### config.mk
export PLATFORM = sky130hd
export DESIGN_NAME = mac_sequencer_flat
export DESIGN_NICKNAME = d
export VERILOG_FILES = /design/src/rtl/mac_sequencer_if.sv /design/src/rtl/mac_sequencer.sv /design/src/flat_wrapper.sv
export SDC_FILE = /design/constraint.sdc
export NUM_CORES = 2
export LEC_CHECK = 0
export ABC_AREA = 0
export CAP_MARGIN = 10
export CORE_AREA = 2 2 360 433
export DETAILED_ROUTE_END_ITERATION = 16
export DIE_AREA = 0 0 362 435
export DONT_BUFFER_PORTS = 1
export GPL_TIMING_DRIVEN = 0
export PLACE_DENSITY = 0.58
export SETUP_SLACK_MARGIN = 0.1
export SYNTH_ARGS = -nofsm -noshare
export SYNTH_HDL_FRONTEND = slang
export SYNTH_SLANG_ARGS = --single-unit
### constraint.sdc
create_clock -name clk -period 16.16 [get_ports clk]
set_input_delay 4.04 -clock clk [delete_from_list [all_inputs] [get_ports clk]]
set_output_delay 4.04 -clock clk [all_outputs]
set_load 0.005 [all_outputs]
### src/rtl/mac_sequencer_if.sv
// Signal bundle between mac_sequencer, the MAC issue logic and the operand memory.
// master = sequencer side, slave = issue logic / memory side.
interface mac_sequencer_if #(
    parameter int ADDR_W = 21,
    parameter int DATA_W = 32,
    parameter int ACC_W  = 64,
    parameter int CNT_W  = 5
);
    logic              start;
    logic [ADDR_W-1:0] base_addr;
    logic [CNT_W-1:0]  pair_count;
    logic [DATA_W-1:0] first_operand;
    logic [DATA_W-1:0] second_operand;
    logic [ADDR_W-1:0] address;
    logic              stop_signal;
    logic              busy;
    logic              done;
    logic              err;
    logic              overflow;
    logic [ACC_W-1:0]  acc_out;

    modport master (
        input  start, base_addr, pair_count, first_operand, second_operand,
        output address, stop_signal, busy, done, err, overflow, acc_out
    );

    modport slave (
        output start, base_addr, pair_count, first_operand, second_operand,
        input  address, stop_signal, busy, done, err, overflow, acc_out
    );
endinterface

### src/rtl/mac_sequencer.sv
// Walks a run of big-endian operand pairs in the operand memory and accumulates their signed products.
// Optional feature macro: MAC_SATURATE_EN (clamp the accumulator on overflow instead of wrapping).
module mac_sequencer #(
    parameter int ADDR_W = 21,
    parameter int DATA_W = 32,
    parameter int ACC_W  = 64,
    parameter int CNT_W  = 5
) (
    input  logic            clk,
    input  logic            reset,
    mac_sequencer_if.master bus
);
    typedef enum logic [2:0] {
        S_IDLE,
        S_FETCH,
        S_CAPTURE,
        S_MAC,
        S_DONE
    } state_t;

    localparam int RW = (CNT_W + 4 > 9) ? CNT_W + 4 : 9;

    state_t                   r_state;
    state_t                   w_state_next;
    logic [ADDR_W-1:0]        r_ptr;
    logic [CNT_W-1:0]         r_cnt;
    logic signed [DATA_W-1:0] r_op1_p0;
    logic signed [DATA_W-1:0] r_op2_p0;
    logic signed [ACC_W-1:0]  r_acc_p1;
    logic [ACC_W-1:0]         r_acc_out;
    logic                     r_ovf;
    logic                     r_err;

    logic [RW-1:0]              w_end;
    logic                       w_legal;
    logic                       w_accept;
    logic signed [2*DATA_W-1:0] w_op1_ext;
    logic signed [2*DATA_W-1:0] w_op2_ext;
    logic signed [2*DATA_W-1:0] w_prod;
    logic signed [ACC_W:0]      w_sum;
    logic                       w_sum_ovf;
    logic signed [ACC_W-1:0]    w_acc_next;
    logic                       w_last;

    function automatic logic signed [ACC_W-1:0] resolve_ovf(input logic signed [ACC_W:0] s);
`ifdef MAC_SATURATE_EN
        if (s[ACC_W] != s[ACC_W-1])
            return s[ACC_W] ? {1'b1, {(ACC_W-1){1'b0}}} : {1'b0, {(ACC_W-1){1'b1}}};
        return s[ACC_W-1:0];
`else
        return s[ACC_W-1:0];
`endif
    endfunction

    // Window check: aligned pair and the whole run stays inside one 128-byte window
    assign w_end    = RW'(bus.base_addr[6:0]) + RW'({bus.pair_count, 3'b000});
    assign w_legal  = (bus.base_addr[2:0] == 3'b000) && (w_end <= RW'(128));
    assign w_accept = (r_state == S_IDLE) && bus.start && w_legal;
    assign w_last   = (r_cnt == CNT_W'(1));

    assign w_op1_ext  = (2*DATA_W)'(r_op1_p0);
    assign w_op2_ext  = (2*DATA_W)'(r_op2_p0);
    assign w_prod     = w_op1_ext * w_op2_ext;
    assign w_sum      = (ACC_W+1)'(r_acc_p1) + (ACC_W+1)'(w_prod);
    assign w_sum_ovf  = w_sum[ACC_W] ^ w_sum[ACC_W-1];
    assign w_acc_next = resolve_ovf(w_sum);

    always_comb begin
        w_state_next    = r_state;
        bus.stop_signal = 1'b0;
        bus.address     = '1;
        bus.busy        = 1'b1;
        bus.done        = 1'b0;
        bus.err         = r_err;
        bus.overflow    = r_ovf;
        bus.acc_out     = r_acc_out;
        case (r_state)
            S_IDLE: begin
                bus.busy = 1'b0;
                if (w_accept)
                    w_state_next = (bus.pair_count == '0) ? S_DONE : S_FETCH;
            end
            S_FETCH: begin
                bus.stop_signal = 1'b1;
                bus.address     = r_ptr;
                w_state_next    = S_CAPTURE;
            end
            S_CAPTURE: begin
                bus.stop_signal = 1'b1;
                bus.address     = r_ptr;
                w_state_next    = S_MAC;
            end
            S_MAC: begin
                w_state_next = w_last ? S_DONE : S_FETCH;
            end
            S_DONE: begin
                bus.done     = 1'b1;
                w_state_next = S_IDLE;
            end
            default: begin
                w_state_next = S_IDLE;
            end
        endcase
    end

    always_ff @(posedge clk) begin
        if (!reset) begin
            r_state   <= S_IDLE;
            r_err     <= 1'b0;
            r_ovf     <= 1'b0;
            r_acc_out <= '0;
        end else begin
            r_state <= w_state_next;
            r_err   <= (r_state == S_IDLE) && bus.start && !w_legal;
            if (w_accept) begin
                r_ovf <= 1'b0;
                if (bus.pair_count == '0)
                    r_acc_out <= '0;
            end else if (r_state == S_MAC) begin
                if (w_sum_ovf)
                    r_ovf <= 1'b1;
                if (w_last)
                    r_acc_out <= w_acc_next;
            end
        end
    end

    // Stage p0: operand capture at the end of CAPTURE; stage p1: accumulate in MAC
    always_ff @(posedge clk) begin
        if (w_accept) begin
            r_acc_p1 <= '0;
            r_ptr    <= bus.base_addr;
            r_cnt    <= bus.pair_count;
        end
        if (r_state == S_CAPTURE) begin
            r_op1_p0 <= bus.first_operand;
            r_op2_p0 <= bus.second_operand;
        end
        if (r_state == S_MAC) begin
            r_acc_p1 <= w_acc_next;
            r_ptr    <= r_ptr + ADDR_W'(8);
            r_cnt    <= r_cnt - CNT_W'(1);
        end
    end
endmodule

### src/flat_wrapper.sv
// flat-port wrapper written by rule: the top's interface ports become plain ports
module mac_sequencer_flat 
#(
    parameter int ADDR_W = 21,
    parameter int DATA_W = 32,
    parameter int ACC_W  = 64,
    parameter int CNT_W  = 5
)
  (clk, reset, bus_start, bus_base_addr, bus_pair_count, bus_first_operand, bus_second_operand, bus_address, bus_stop_signal, bus_busy, bus_done, bus_err, bus_overflow, bus_acc_out);
  mac_sequencer_if #(.ADDR_W(ADDR_W), .DATA_W(DATA_W), .ACC_W(ACC_W), .CNT_W(CNT_W)) bus_i ();
  input  logic clk;
  input  logic reset;
  input wire logic [$bits(bus_i.start)-1:0] bus_start;
  input wire logic [$bits(bus_i.base_addr)-1:0] bus_base_addr;
  input wire logic [$bits(bus_i.pair_count)-1:0] bus_pair_count;
  input wire logic [$bits(bus_i.first_operand)-1:0] bus_first_operand;
  input wire logic [$bits(bus_i.second_operand)-1:0] bus_second_operand;
  output wire logic [$bits(bus_i.address)-1:0] bus_address;
  output wire logic [$bits(bus_i.stop_signal)-1:0] bus_stop_signal;
  output wire logic [$bits(bus_i.busy)-1:0] bus_busy;
  output wire logic [$bits(bus_i.done)-1:0] bus_done;
  output wire logic [$bits(bus_i.err)-1:0] bus_err;
  output wire logic [$bits(bus_i.overflow)-1:0] bus_overflow;
  output wire logic [$bits(bus_i.acc_out)-1:0] bus_acc_out;
  assign bus_i.start = bus_start;
  assign bus_i.base_addr = bus_base_addr;
  assign bus_i.pair_count = bus_pair_count;
  assign bus_i.first_operand = bus_first_operand;
  assign bus_i.second_operand = bus_second_operand;
  assign bus_address = bus_i.address;
  assign bus_stop_signal = bus_i.stop_signal;
  assign bus_busy = bus_i.busy;
  assign bus_done = bus_i.done;
  assign bus_err = bus_i.err;
  assign bus_overflow = bus_i.overflow;
  assign bus_acc_out = bus_i.acc_out;
  mac_sequencer #(.ADDR_W(ADDR_W), .DATA_W(DATA_W), .ACC_W(ACC_W), .CNT_W(CNT_W)) u_core (.clk(clk), .reset(reset), .bus(bus_i));
endmodule
==> reports/metrics.cfg <==
[timing]
slew_viol_final=0
fmax_mhz=92.27
setup_violations=0
relSlewSlack_pct=8.007
rsz0062_at_grt=false
finalCriticalPeriod_ns=10.84
setup_tns_ns=0
tightest_slew_ns=1.380
fin_crit_sh_pct=67.06
skew_ns=0.06657
timing.final.hold_violations=0

[setup_path]
critPathKind=reg -> reg
r2r_cells=26
critical_path.startpoint=u_core.r_op1_p0[31]
r2r-end=u_core.bus.overflow
arrival_ns=11.37
r2r-start=u_core.r_op1_p0[31]
cp_max_fo=29
required_ns=16.70
critPathCaptureType=flip-flop
r2r_slack_ns=5.32
startpoint_type=flip-flop

[place]
io_buffer_count=0
gp_congestion=0.9906
hpwlAfterDp_mm=147.6
dp_cells=7025
dpl-instance-area_um2=51500

[synthesis]
synthArstFlopShare_pct=0
seq_area_frac_synth_pct=12.32
synth_area_leaders=fa_1 50%, inv_1 10%, edfxtp_1 9.5%
syn_nets=6553
synth.largest_area_cell=fa_1
synth_seq_cells=223
synth_cells=5012
syn-cell-area_um2=48760
netlist.area_leader.share_pct=50.21
syn_area_per_cell_um2=9.729
synth.distinct_cells=59
ys.flop_type=edfxtp_1
yosys_warnings=0
synth_edf_count=154

[detailed_routing]
remaining_drc_errors=0
dr_total_vias=34680
drt_wl_total_mm=170.4
ant_nets=0
drt_pass1_iterations=6
drtIter0Drc=2750
via_per_inst=4.893
wl_per_cell_um=24.04

[layout]
areaGrowthSynthToFinish_pct=7.726
multi_input_comb_area_um2=36930
fin_util_pct=34.20
regArea_um2=6006
final_area_um2=52530
fin_cells=7088
fillerInstances=15690
fin_nets=6600
drive_gt1_share_pct=1.613

[die]
die_w_um=362
initial_utilization_pct=31.74
chipHeight_um=435
core_um2=153600
row_count=158
dieArea_um2=157500
boundaryPins=183

[cts]
cts_setup_buffers=0
clk_path_buf_depth=3
clock-sinks=223
insertion_delay_ns=0.69
numCtsBuffers=31
clock-root-buffer=clkbuf_16
cts-resized-gates=0
htreeDepth=1
cts_tree=yes
postCtsHoldBufs=0
clk_pin_slew_ns=0.07

[global_routing]
antenna_found_initial=24
grt_pass1_vias=37850
grt.total_usage_pct=22.14
grt_pass1_wl_mm=254.9
grt_overflow=0
grt_max_degree=62

[min_path]
hold_depth=2
hold_path.class=reg -> reg
hp-start=u_core.bus.acc_out[58]
min_to=u_core.bus.acc_out[58]

[outcome]
status=finished clean

[flow_run]
drv_cap=0

placed cells by master, fill, tap and decap left out, types with 5 or more instances in the layout:
master	n
o31ai_1	5
nand2_1	663
buf_6	6
xnor2_1	54
a22oi_1	46
nand3_1	29
ha_1	225
o21ai_0	77
nor2b_1	52
clkbuf_16	31
o21a_1	6
dfxtp_1	69
inv_1	1305
a21oi_1	74
xor2_1	43
fa_1	1223
and3_1	14
clkbuf_1	250
and2_1	476
edfxtp_1	154
nor3_1	10
o21bai_1	13
or3_1	23
nand4_1	15
nor2_1	74
nand2b_1	11
a21o_1	37
a211oi_1	6
o211ai_1	5
sequential cells by signal (all words and copies together) (netlist names):
signal,flops
u_core.bus.acc_out,64
u_core.bus.err,1
u_core.bus.overflow,1
u_core.r_acc_p1,64
u_core.r_cnt,5
u_core.r_op1_p0,32
u_core.r_op2_p0,32
u_core.r_ptr,21
u_core.r_state,3
synth_stat cells, drive strengths merged (52+ instances only):
library cell / count
fa: 1223
nand2: 666
xnor2: 55
dfxtp: 69
edfxtp: 154
clkbuf: 242
and2: 476
a21oi: 75
nor2: 74
nor2b: 52
o21ai: 79
inv: 1307
ha: 225
critical path, stage by stage (launching register included):
cell and delay [ns]:
edfxtp_1 0.47, clkbuf_1 0.81, nand2_1 0.22, inv_1 0.18
fa_1 0.42, inv_2 0.63, fa_1 0.56, fa_1 0.50
fa_1 0.58, fa_1 0.45, fa_1 0.60, fa_1 0.46
fa_1 0.50, inv_1 0.05, ha_1 0.26, clkbuf_1 0.30
nand4_1 0.35, nor2_1 0.41, o211a_1 0.24, o211ai_1 0.29
a21o_1 0.38, o31a_1 0.34, o221ai_1 0.50, a311oi_1 0.32
xnor3_1 0.56, nor2_1 0.06, o211a_1 0.22
kinds of logic after synthesis:
| kind of cell | count (synthesis) | synth area share [%] |
|---|---|---|
| buf+inv | 1556 | 11.99 |
| compound gates | 301 | 3.959 |
| flops | 223 | 12.32 |
| fa+ha+maj | 1448 | 55.99 |
| xor+xnor | 99 | 1.822 |
| simple gates | 1385 | 13.93 |
cell type report:
type,instances,area share (%)
antenna,4,0.01906
buffer,248,1.782
clock buffer,42,1.613
clock inverter,16,0.2787
inverter,1308,9.347
multi-input combinational,3233,70.31
sequential,223,11.43
tap,2000,4.764
timing repair buffer,14,0.4573
worst max-delay path by stage:
stage,end,cells past startpoint
3_5_place_dp,u_core.r_acc_p1[61],29
5_1_grt,u_core.r_acc_p1[61],29
3_3_place_gp,u_core.bus.overflow,28
2_1_floorplan,u_core.bus.overflow,28
6_report,u_core.bus.overflow,26
4_1_cts,u_core.r_acc_p1[61],29
through the flow:
step	worst slack [ns]	hold slack, ns
after detailed placement	5.199	0.4733
final	5.322	0.4820
after global placement	4.037	0.4661
after floorplan	7.157	0.4431
after CTS	5.186	0.4864
after global routing	4.952	0.5116
per-layer routing:
metal  GRT usage, %  up-vias  part of all wire, %
met5              0        -                0.029
met4          11.20       10                  6.4
met3          3.548      399                  7.2
met2          37.60     1510                   49
met1          27.16    18170                   37
li1               -    14590                    -
Power is left out: the tool's default activity adds up to more than one toggle a clock period on the data nets, which glitch-free logic cannot reach.
